--- config.mk ---
export PLATFORM = sky130hd
export DESIGN_NAME = dispatch_flat
export DESIGN_NICKNAME = d
export VERILOG_FILES = /design/src/rtl/datapath_pkg.sv /design/src/rtl/dispatch_if.sv /design/src/rtl/rst_table.sv /design/src/rtl/dispatch.sv /design/src/flat_wrapper.sv
export SDC_FILE = /design/constraint.sdc
export NUM_CORES = 1
export LEC_CHECK = 0
export BUFFER_PORTS_ARGS = -buffer_cell sky130_fd_sc_hd__buf_2
export CORE_AREA = 2 2 209 211
export CTS_CLUSTER_DIAMETER = 200
export DETAILED_ROUTE_END_ITERATION = 12
export DIE_AREA = 0 0 211 213
export GPL_TIMING_DRIVEN = 0
export MAX_ROUTING_LAYER = met4
export SLEW_MARGIN = 20
export SYNTH_ARGS = -nofsm -noshare
export SYNTH_HDL_FRONTEND = slang
export SYNTH_HIERARCHICAL = 1
export SYNTH_SLANG_ARGS = --single-unit
--- constraint.sdc ---
create_clock -name CLK -period 8.9 [get_ports CLK]
set_input_delay 0.445 -clock CLK [delete_from_list [all_inputs] [get_ports CLK]]
set_output_delay 0.445 -clock CLK [all_outputs]
set_load 0.05 [all_outputs]
--- src/rtl/datapath_pkg.sv ---
// Shared types and constants for the dispatch stage.
//   NFU rows/function units, tag encoding (tag = fu index + 1, 0 = ready),
//   register widths and the FUST row payload bundle.
package datapath_pkg;

   localparam int unsigned NSREG    = 32;
   localparam int unsigned NMREG    = 16;
   localparam int unsigned NFU      = 5;
   localparam int unsigned TAG_W    = 3;
   localparam int unsigned PAY_W    = 64;
   localparam int unsigned NSRC     = 3;
   localparam int unsigned SREG_W   = $clog2(NSREG);
   localparam int unsigned MREG_W   = $clog2(NMREG);
   localparam int unsigned FU_IDX_W = 3;

   typedef enum logic [FU_IDX_W-1:0] {
      FU_ALU     = 3'd0,
      FU_LD_ST   = 3'd1,
      FU_BRANCH  = 3'd2,
      FU_M_LD_ST = 3'd3,
      FU_GEMM    = 3'd4
   } fu_idx_e;

   typedef logic [TAG_W-1:0]  tag_t;
   typedef logic [SREG_W-1:0] reg_t;

   // Everything the FUST latches for one row besides the write strobe.
   typedef struct packed {
      reg_t [NSRC-1:0]   rs;
      tag_t [NSRC-1:0]   t;
      reg_t              rd;
      logic [PAY_W-1:0]  payload;
   } dispatch_row_t;

   // Tag produced by a function unit: its index plus one, so 0 stays "ready".
   function automatic tag_t fu_tag(input logic [FU_IDX_W-1:0] fu);
      return TAG_W'(fu) + TAG_W'(1);
   endfunction

endpackage

--- src/rtl/dispatch_if.sv ---
// Dispatch bundle: decoded-instruction handshake, FUST write port,
// writeback/release retirement inputs, freeze/flush control and busy vector.
//   slave  : the dispatch stage
//   master : the surrounding pipeline (decode/FUST/writeback)
interface dispatch_if;
   import datapath_pkg::*;

   logic                          in_valid;
   logic                          in_ready;
   logic [FU_IDX_W-1:0]           in_fu;
   logic [SREG_W-1:0]             in_rd;
   logic                          in_rd_en;
   logic                          in_rd_mat;
   logic [NSRC-1:0][SREG_W-1:0]   in_rs;
   logic [NSRC-1:0]               in_rs_en;
   logic [NSRC-1:0]               in_rs_mat;
   logic [PAY_W-1:0]              in_payload;

   logic [NFU-1:0]                fust_we;
   logic [NSRC-1:0][SREG_W-1:0]   fust_rs;
   logic [NSRC-1:0][TAG_W-1:0]    fust_t;
   logic [SREG_W-1:0]             fust_rd;
   logic [PAY_W-1:0]              fust_payload;

   logic [NFU-1:0]                fu_release;
   logic                          wb_valid;
   logic [TAG_W-1:0]              wb_tag;
   logic                          freeze;
   logic                          flush;
   logic [NFU-1:0]                busy;

   modport slave (
      input  in_valid, in_fu, in_rd, in_rd_en, in_rd_mat,
             in_rs, in_rs_en, in_rs_mat, in_payload,
             fu_release, wb_valid, wb_tag, freeze, flush,
      output in_ready, fust_we, fust_rs, fust_t, fust_rd, fust_payload, busy
   );

   modport master (
      output in_valid, in_fu, in_rd, in_rd_en, in_rd_mat,
             in_rs, in_rs_en, in_rs_mat, in_payload,
             fu_release, wb_valid, wb_tag, freeze, flush,
      input  in_ready, fust_we, fust_rs, fust_t, fust_rd, fust_payload, busy
   );

endinterface

--- src/rtl/rst_table.sv ---
// Register result status table: one producing tag per architectural register.
//   CLK, nRST          : clock, async active-low reset
//   flush              : clear every entry on the next edge
//   rd_addr/rd_tag_c   : NRD combinational read ports, writeback-bypassed
//   set_en/addr/tag    : record a new producer (wins over a same-edge clear)
//   clr_en/clr_tag     : broadcast retire of a tag to every matching entry
// ZERO_REG pins entry 0 to tag 0 (hardwired-zero register).
module rst_table
   import datapath_pkg::*;
#(
   parameter int unsigned DEPTH    = 32,
   parameter int unsigned NRD      = 3,
   parameter bit          ZERO_REG = 1'b0,
   localparam int unsigned AW      = $clog2(DEPTH)
) (
   input  logic                   CLK,
   input  logic                   nRST,
   input  logic                   flush,
   input  logic [NRD-1:0][AW-1:0] rd_addr,
   output tag_t [NRD-1:0]         rd_tag_c,
   input  logic                   set_en,
   input  logic [AW-1:0]          set_addr,
   input  tag_t                   set_tag,
   input  logic                   clr_en,
   input  tag_t                   clr_tag
);

   tag_t [DEPTH-1:0] tbl;

   // Entry update: flush > set > matching-tag clear.
   always_ff @(posedge CLK or negedge nRST) begin
      if (!nRST) begin
         tbl <= '0;
      end else begin
         for (int unsigned i = 0; i < DEPTH; i++) begin
            if (flush) begin
               tbl[i] <= '0;
            end else if (set_en && (set_addr == AW'(i)) && !(ZERO_REG && (i == 0))) begin
               tbl[i] <= set_tag;
            end else if (clr_en && (tbl[i] == clr_tag)) begin
               tbl[i] <= '0;
            end
         end
      end
   end

   // Reads see a tag completing this cycle as already ready.
   always_comb begin
      for (int unsigned r = 0; r < NRD; r++) begin
         tag_t t;
         t = tbl[rd_addr[r]];
         if (ZERO_REG && (rd_addr[r] == '0)) begin
            t = '0;
         end
         if (clr_en && (t == clr_tag)) begin
            t = '0;
         end
         rd_tag_c[r] = t;
      end
   end

endmodule

--- src/rtl/dispatch.sv ---
// In-order dispatch stage upstream of issue.
//   CLK, nRST : clock, async active-low reset
//   dif       : dispatch_if.slave bundle (decode handshake, FUST write port,
//               writeback/release, freeze/flush, busy)
// Checks structural (row busy) and WAW (rd pending) hazards, writes the FUST
// row in the same cycle it accepts, and tracks producer tags in two RST tables.
module dispatch
   import datapath_pkg::*;
(
   input  logic     CLK,
   input  logic     nRST,
   dispatch_if.slave dif
);

   localparam int unsigned NRD = NSRC + 1;   // three sources plus the rd probe

   logic [NFU-1:0]               busy_q;
   logic [NFU-1:0]               sel_c;
   logic [NFU-1:0]               eb_c;
   logic                         legal_c;
   logic                         fu_busy_c;
   logic                         waw_c;
   logic                         ready_c;
   logic                         fire_c;
   tag_t                         dst_tag_c;
   tag_t                         set_tag_c;
   logic [NRD-1:0][SREG_W-1:0]   s_addr_c;
   logic [NRD-1:0][MREG_W-1:0]   m_addr_c;
   tag_t [NRD-1:0]               s_tag_c;
   tag_t [NRD-1:0]               m_tag_c;
   dispatch_row_t                row_c;

   // Target-row decode; an illegal index selects no row.
   always_comb begin
      for (int unsigned i = 0; i < NFU; i++) begin
         sel_c[i] = (dif.in_fu == FU_IDX_W'(i));
      end
   end

   // Table read addresses: sources first, destination probe last.
   always_comb begin
      for (int unsigned i = 0; i < NSRC; i++) begin
         s_addr_c[i] = dif.in_rs[i];
         m_addr_c[i] = dif.in_rs[i][MREG_W-1:0];
      end
      s_addr_c[NSRC] = dif.in_rd;
      m_addr_c[NSRC] = dif.in_rd[MREG_W-1:0];
   end

   // Hazard checks and handshake. A same-cycle release frees the row.
   always_comb begin
      legal_c   = (dif.in_fu < FU_IDX_W'(NFU));
      eb_c      = busy_q & ~dif.fu_release;
      fu_busy_c = |(eb_c & sel_c);
      dst_tag_c = dif.in_rd_mat ? m_tag_c[NSRC] : s_tag_c[NSRC];
      waw_c     = dif.in_rd_en && (dst_tag_c != '0);
      ready_c   = !dif.freeze && !dif.flush && !fu_busy_c && !waw_c && legal_c;
      fire_c    = dif.in_valid && ready_c;
      set_tag_c = fu_tag(dif.in_fu);
   end

   // FUST row contents; tags of unused sources read as ready.
   always_comb begin
      row_c.rs      = dif.in_rs;
      row_c.rd      = dif.in_rd;
      row_c.payload = dif.in_payload;
      for (int unsigned i = 0; i < NSRC; i++) begin
         if (!dif.in_rs_en[i]) begin
            row_c.t[i] = '0;
         end else if (dif.in_rs_mat[i]) begin
            row_c.t[i] = m_tag_c[i];
         end else begin
            row_c.t[i] = s_tag_c[i];
         end
      end
   end

   assign dif.in_ready     = ready_c;
   assign dif.fust_we      = {NFU{fire_c}} & sel_c;
   assign dif.fust_rs      = row_c.rs;
   assign dif.fust_t       = row_c.t;
   assign dif.fust_rd      = row_c.rd;
   assign dif.fust_payload = row_c.payload;
   assign dif.busy         = busy_q;

   // Row busy bits: set on dispatch beats a same-edge release.
   always_ff @(posedge CLK or negedge nRST) begin
      if (!nRST) begin
         busy_q <= '0;
      end else if (dif.flush) begin
         busy_q <= '0;
      end else begin
         busy_q <= (busy_q & ~dif.fu_release) | ({NFU{fire_c}} & sel_c);
      end
   end

   // Scalar registers: x0 never pending.
   rst_table #(
      .DEPTH    (NSREG),
      .NRD      (NRD),
      .ZERO_REG (1'b1)
   ) u_srst (
      .CLK      (CLK),
      .nRST     (nRST),
      .flush    (dif.flush),
      .rd_addr  (s_addr_c),
      .rd_tag_c (s_tag_c),
      .set_en   (fire_c && dif.in_rd_en && !dif.in_rd_mat),
      .set_addr (dif.in_rd),
      .set_tag  (set_tag_c),
      .clr_en   (dif.wb_valid),
      .clr_tag  (dif.wb_tag)
   );

   // Matrix registers.
   rst_table #(
      .DEPTH    (NMREG),
      .NRD      (NRD),
      .ZERO_REG (1'b0)
   ) u_mrst (
      .CLK      (CLK),
      .nRST     (nRST),
      .flush    (dif.flush),
      .rd_addr  (m_addr_c),
      .rd_tag_c (m_tag_c),
      .set_en   (fire_c && dif.in_rd_en && dif.in_rd_mat),
      .set_addr (dif.in_rd[MREG_W-1:0]),
      .set_tag  (set_tag_c),
      .clr_en   (dif.wb_valid),
      .clr_tag  (dif.wb_tag)
   );

endmodule

--- src/flat_wrapper.sv ---
// flat-port wrapper written by rule: the top's interface ports become plain ports
module dispatch_flat import datapath_pkg::*;
  (CLK, nRST, dif_in_valid, dif_in_fu, dif_in_rd, dif_in_rd_en, dif_in_rd_mat, dif_in_rs, dif_in_rs_en, dif_in_rs_mat, dif_in_payload, dif_fu_release, dif_wb_valid, dif_wb_tag, dif_freeze, dif_flush, dif_in_ready, dif_fust_we, dif_fust_rs, dif_fust_t, dif_fust_rd, dif_fust_payload, dif_busy);
  dispatch_if dif_i ();
  input  logic CLK;
  input  logic nRST;
  input wire logic [$bits(dif_i.in_valid)-1:0] dif_in_valid;
  input wire logic [$bits(dif_i.in_fu)-1:0] dif_in_fu;
  input wire logic [$bits(dif_i.in_rd)-1:0] dif_in_rd;
  input wire logic [$bits(dif_i.in_rd_en)-1:0] dif_in_rd_en;
  input wire logic [$bits(dif_i.in_rd_mat)-1:0] dif_in_rd_mat;
  input wire logic [$bits(dif_i.in_rs)-1:0] dif_in_rs;
  input wire logic [$bits(dif_i.in_rs_en)-1:0] dif_in_rs_en;
  input wire logic [$bits(dif_i.in_rs_mat)-1:0] dif_in_rs_mat;
  input wire logic [$bits(dif_i.in_payload)-1:0] dif_in_payload;
  input wire logic [$bits(dif_i.fu_release)-1:0] dif_fu_release;
  input wire logic [$bits(dif_i.wb_valid)-1:0] dif_wb_valid;
  input wire logic [$bits(dif_i.wb_tag)-1:0] dif_wb_tag;
  input wire logic [$bits(dif_i.freeze)-1:0] dif_freeze;
  input wire logic [$bits(dif_i.flush)-1:0] dif_flush;
  output wire logic [$bits(dif_i.in_ready)-1:0] dif_in_ready;
  output wire logic [$bits(dif_i.fust_we)-1:0] dif_fust_we;
  output wire logic [$bits(dif_i.fust_rs)-1:0] dif_fust_rs;
  output wire logic [$bits(dif_i.fust_t)-1:0] dif_fust_t;
  output wire logic [$bits(dif_i.fust_rd)-1:0] dif_fust_rd;
  output wire logic [$bits(dif_i.fust_payload)-1:0] dif_fust_payload;
  output wire logic [$bits(dif_i.busy)-1:0] dif_busy;
  assign dif_i.in_valid = dif_in_valid;
  assign dif_i.in_fu = dif_in_fu;
  assign dif_i.in_rd = dif_in_rd;
  assign dif_i.in_rd_en = dif_in_rd_en;
  assign dif_i.in_rd_mat = dif_in_rd_mat;
  assign dif_i.in_rs = dif_in_rs;
  assign dif_i.in_rs_en = dif_in_rs_en;
  assign dif_i.in_rs_mat = dif_in_rs_mat;
  assign dif_i.in_payload = dif_in_payload;
  assign dif_i.fu_release = dif_fu_release;
  assign dif_i.wb_valid = dif_wb_valid;
  assign dif_i.wb_tag = dif_wb_tag;
  assign dif_i.freeze = dif_freeze;
  assign dif_i.flush = dif_flush;
  assign dif_in_ready = dif_i.in_ready;
  assign dif_fust_we = dif_i.fust_we;
  assign dif_fust_rs = dif_i.fust_rs;
  assign dif_fust_t = dif_i.fust_t;
  assign dif_fust_rd = dif_i.fust_rd;
  assign dif_fust_payload = dif_i.fust_payload;
  assign dif_busy = dif_i.busy;
  dispatch u_core (.CLK(CLK), .nRST(nRST), .dif(dif_i));
endmodule
### Yosys cells after proc, flatten, opt, wreduce, memory -nomap -nowiden

Index checks and enable logic that the tools add are counted.

| word-level totals | value |
|---|---|
| word-level logic and storage cells | 522 |
| flip-flop bits (word level) | 149 |
| output and inout bits | 104 |
| input port bits | 109 |

| cells by class | value |
|---|---|
| mux-type cells | 179 |
| bitwise operators | 5 |
| magnitude comparators | 9 |
| equality and inequality tests | 106 |
| add/subtract/negate cells | 1 |
| reduce and logical (&&, ||, !) cells | 173 |

Operators by type and width:

| cell | number |
|---|---|
| two-way mux 3 bit | 170 |
| equality test 3 bit | 56 |
| nonzero test 3 bit | 48 |
| logical AND 1 bit | 112 |
| equality test 5 bit, second input constant | 16 |
| binary-select mux 3 bit (select 5 bit) | 4 |
| binary-select mux 3 bit (select 4 bit) | 4 |
| equality test 5 x 4 -> 1 bit, second input constant | 8 |
| equality test 4 bit, second input constant | 8 |
| < comparator 5 x 6 -> 1 bit, second input constant | 4 |
| equality test 5 x 3 -> 1 bit, second input constant | 4 |
| logical NOT 5 bit | 4 |
| < comparator 4 x 5 -> 1 bit, second input constant | 4 |
| equality test 4 x 3 -> 1 bit, second input constant | 4 |
| AND 5 bit | 3 |
| equality test 5 x 2 -> 1 bit, second input constant | 2 |
| equality test 4 x 2 -> 1 bit, second input constant | 2 |
| equality test 3 x 2 -> 1 bit, second input constant | 2 |
| equality test 5 x 1 -> 1 bit, second input constant | 1 |
| logical NOT 1 bit | 5 |
| two-way mux 5 bit | 1 |
| NOT 5 bit | 1 |
| OR 5 bit | 1 |
| OR reduction 5 bit | 1 |
| other kinds (8) | 8 |

### Depth between registers and ports, before layout

| depth | value |
|---|---|
| depth after elaboration | 18 |
| mapped depth | 20 |
| depth with buffers taken out | 16 |

### By module

The synthesis kept the hierarchy.

By module, submodules not included:

| module | cells each | area each (um^2) | times used | sequential area each (um^2) |
|---|---|---|---|---|
| rst_table at u_core.u_srst | 904 | 8539.4 | 1 | 2327.2 |
| rst_table at u_core.u_mrst | 421 | 4509.3 | 1 | 1201.2 |
| dispatch | 154 | 1257.5 | 1 | 125.1 |

### Worst setup path before layout

Ideal clock, no wire load.

| timing | value |
|---|---|
| kind | input-to-output |
| from | in dif_in_rd[0] |
| to | out dif_fust_we[4] |
| arrival time | 3.899 ns |
| slack | 4.556 ns |
| path buffers | 1 |
| stages | 12 |
| data required time | 8.455 ns |
| cell sequence | buf_6 -> mux4_2 -> or3b_1 -> a41oi_1 -> nor4_1 -> xnor2_1 -> nand2_1 -> o21a_1 -> or4_4 -> nand3_2 -> nand4_4 -> nor3_1 |

RTL lines:

| element | RTL line | text |
|---|---|---|
| start, declared | flat_wrapper.sv:9 | `input wire logic [$bits(dif_i.in_rd)-1:0] dif_in_rd;` |
| end, declared | flat_wrapper.sv:22 | `output wire logic [$bits(dif_i.fust_we)-1:0] dif_fust_we;` |

==> reports/metrics.cfg <==
[global_route]
track_usage_pct = 27.5
grt_pass1_vias = 12900
antenna_found_initial = 1
grt-ovfl-total = 0
grt_max_degree = 93
grt_pass1_wl_mm = 87.6

[clocking]
cts_tree = yes
clk_pin_slew_ns = 0.07
clk_latency_ns = 0.46
cts_buffers = 17
cts_sinks = 146
htreeDepth = 4
cts_setup_buffers = 0
clockBufferDepth = 2
cts_root_buffer = clkbuf_16

[timing]
final.setup.tns_ns = 0
rsz0062_at_grt = false
period_needed_ns = 5.52
hold_viol_final = 0
slew_violations = 0
skew_ns = 0.0189
period_share_pct = 62.0
slew-limit-headroom_pct = 16.4
tightest_slew_ns = 1.25
max_freq_ghz = 0.181
setup_viol = 0

[setup_path]
critPathBufInv = 3
path_class = input pin to flop
cp-end-kind = flop
cp_cell_sequence = buf_2, buf_6, buf_8, mux2i_1, a32oi_1, a41oi_1, nor4_1, xnor2_1, nand2_1, o21a_1, or4_4, nand3_2, nand4_4, nor3_1, nand2_1, nor3_1, nand2_1, nand3b_1, o22ai_1
cp.required_ns = 9.17
crit_family = simple AND/OR/NAND/NOR gates
crit_path_max_incr_delay_ns = 0.65
cp_slowest_cell = nor4_1
crit_fanout = 18
critPathLaunchType = input pin
crit_top_cell = nand2_1
arrival_ns = 5.79

[routing]
postRouteAntennaNets = 0
routedWlPerCell_um = 27.2
drcViolationCount = 0
drt_iter0_drc = 1577
firstDrtPassIters = 5
wl_mm = 59.8
avgViaCountPerCell = 6.12
dr_total_vias = 13400

[placement]
dp_hpwl_mm = 44.7
portBuffers = 138
gp_congestion = 1.03
dp.cells = 2164

[worst_hold_path]
hp-class = input pin to flop

[flow_run]
max_cap_viol_count = 0

[power_and_ir_drop]
p_comb_share_pct = 26.1
clkPwrFrac_pct = 39.2
p_leak_nw = 6.30
cell_internal_pwr_mw = 1.23
switching_share_pct = 36.1
p_per_area_nw_per_um2 = 117
p_switching_mw = 0.692
ir_drop_v = 0.0000954
pwr-share-seq_pct = 34.7

[finish]
area_growth_syn_to_layout_pct = 14.1
nNetsFinal = 1752
instances_no_fill = 2198
multiInputGateArea_um2 = 8740
register_area_um2 = 3650
filler_cell_count = 4348
drive_gt1_share_pct = 26.4

[synthesis]
synth_flop_cell = dfrtp_1
netlist_area_um2 = 14300
ys_async_sr_fraction_pct = 100
synth-edff-count = 0
avgSynthCellArea_um2 = 9.67
synth.distinct_cells = 86
synth-warning-count = 6
syn_inst = 1479
yosysSeqAreaShare_pct = 25.5
ys_ff_latch = 146
syn_nets = 1593

[floorplan]
die_area_um2 = 44900
initial_core_util_pct = 33.5
dieWidth_um = 211
design.core.area_um2 = 42700
dieHeight_um = 213
rows = 76
io_pins = 213

[run_status]
status = complete, no violations

-- worst paths after layout --
check	startpoint	to	slack, ns	depth (start not counted)
worst max-delay path	dif_in_rd[1]	u_core/u_srst/tbl[57]	3.38	19
worst min-delay path	dif_fu_release[2]	u_core/dif.busy[2]	0.19	2
worst max register to register	u_core/u_srst/tbl[35]	u_core/u_srst/tbl[57]	3.77	16
worst min register to register	u_core/dif.busy[0]	u_core/dif.busy[0]	0.56	2
max in group asynchronous	nRST	u_core/u_mrst/tbl[15]	7.53	3
min in group asynchronous	nRST	u_core/u_srst/tbl[70]	0.52	2
-- metrics by stage --
stage / utilization, % / hold slack (ns) / worst slack, ns / area (um2) / total power [mW]
after floorplan: - / 0.149 / 4.56 / 14300 / 1.01
after global placement: 36.7 / 0.543 / 3.04 / 15700 / 1.16
after detailed placement: 36.8 / 0.412 / 3.07 / 15700 / 1.17
after CTS: 38.2 / 0.168 / 3.50 / 16300 / 1.93
after global routing: 38.2 / 0.190 / 3.25 / 16300 / 1.98
final: 38.2 / 0.189 / 3.38 / 16300 / 1.92
-- routing by layer --
metal  global-route usage (%)  vias to the layer above  wire [um]
li1                         -                     5679          -
met1                     36.2                     6767      24300
met2                     41.6                      840      27000
met3                     5.18                      156       5850
met4                     11.3                        0       2690
met5                        -                        -          0
-- cell usage in the layout (no fill, tap or decap), drive strengths merged, types with 29 or more instances in the layout --
| master | n |
|---|---|
| buf | 281 |
| inv | 167 |
| xnor2 | 148 |
| dfrtp | 146 |
| o22ai | 143 |
| mux2i | 102 |
| nand2 | 96 |
| mux4 | 95 |
| clkbuf | 65 |
| nand4 | 51 |
| nand3b | 50 |
| nor2b | 29 |
-- what timing repair did --
action	CTS	global route
hold buffers	1	0
setup endpoints to repair	0	0
hold endpoints to repair	54	0
gates resized for setup	0	0
-- synthesized netlist by cell type, types with 4 or more instances --
master     number  area [um2]
o22ai_1       143         895
nor3_1          7        35.0
a221oi_1        7        61.3
a31oi_1         9        56.3
ha_1            5        62.6
o32ai_1         4        35.0
a22oi_1        17         128
nand3b_1       50         375
o2111ai_1       6        52.6
o211ai_1        8        60.1
nor2_1         24        90.1
buf_2          21         105
buf_1           7        26.3
clkbuf_1       43         161
mux2_2         15         169
nand2b_1       22         138
mux2i_1       102        1020
inv_1         158         593
a211oi_1        9        67.6
mux4_1          9         236
buf_4          90         676
a21oi_1        14        70.1
xor2_1         13         114
nand2_1        96         360
nand4_1        50         313
a41oi_1         9        78.8
a221o_1         8        80.1
dfrtp_1       146        3650
mux2_1          5        56.3
xnor2_1       148        1300
mux4_2         86        1940
buf_6          22         248
nand3_1         7        35.0
nor2b_1        29         181
o21ai_0        16        80.1
o31a_1          8        70.1
-- flip-flops by register name, indices dropped and copies added, names as in the netlist --
name / count
u_core/u_srst/tbl: 93
u_core/u_mrst/tbl: 48
u_core/dif.busy: 5
-- area by class of cell --
type                            instances  area share (%)
Multi-Input combinational cell        983            53.6
Sequential cell                       146            22.4
Buffer                                191            8.06
Timing Repair Buffer                  140            4.52
Tap cell                              546            4.18
Inverter                              159            3.66
Clock buffer                           17            2.61
Clock inverter                         15            1.02
Antenna cell                            1          0.0153
-- power groups by stage --
stage | sequential [mW] | combinational [mW] | clock [mW]
2_1_floorplan | 0.678 | 0.333 | 0
3_3_place_gp | 0.677 | 0.486 | 0
6_report | 0.664 | 0.501 | 0.752
5_1_grt | 0.664 | 0.523 | 0.792
4_1_cts | 0.664 | 0.493 | 0.768
3_5_place_dp | 0.677 | 0.490 | 0
-- logic make-up (layout without fill, tap and decap cells) --
family	count (synthesis)	count (layout)	synth area share [%]
buffers and inverters	350	522	13.4
DFF	146	146	25.5
xor gates and xnor gates	162	162	9.97
adders and majority gates	5	5	0.437
other	0	1	0
muxes	217	217	23.9
AOI/OAI and AO/OA	282	282	13.9
and+or+nand+nor	317	317	12.8
-- worst reg2reg max path, cell delays in order (launching register included) --
cell	delay, ns
dfrtp_1	0.47
mux2i_1	0.18
a32oi_1	0.41
a41oi_1	0.23
nor4_1	0.65
xnor2_1	0.23
nand2_1	0.07
o21a_1	0.17
or4_4	0.55
nand3_2	0.13
nand4_4	0.13
nor3_1	0.44
nand2_1	0.29
nor3_1	0.49
nand2_1	0.21
nand3b_1	0.21
o22ai_1	0.10
Power figures use the tool's default switching activity.
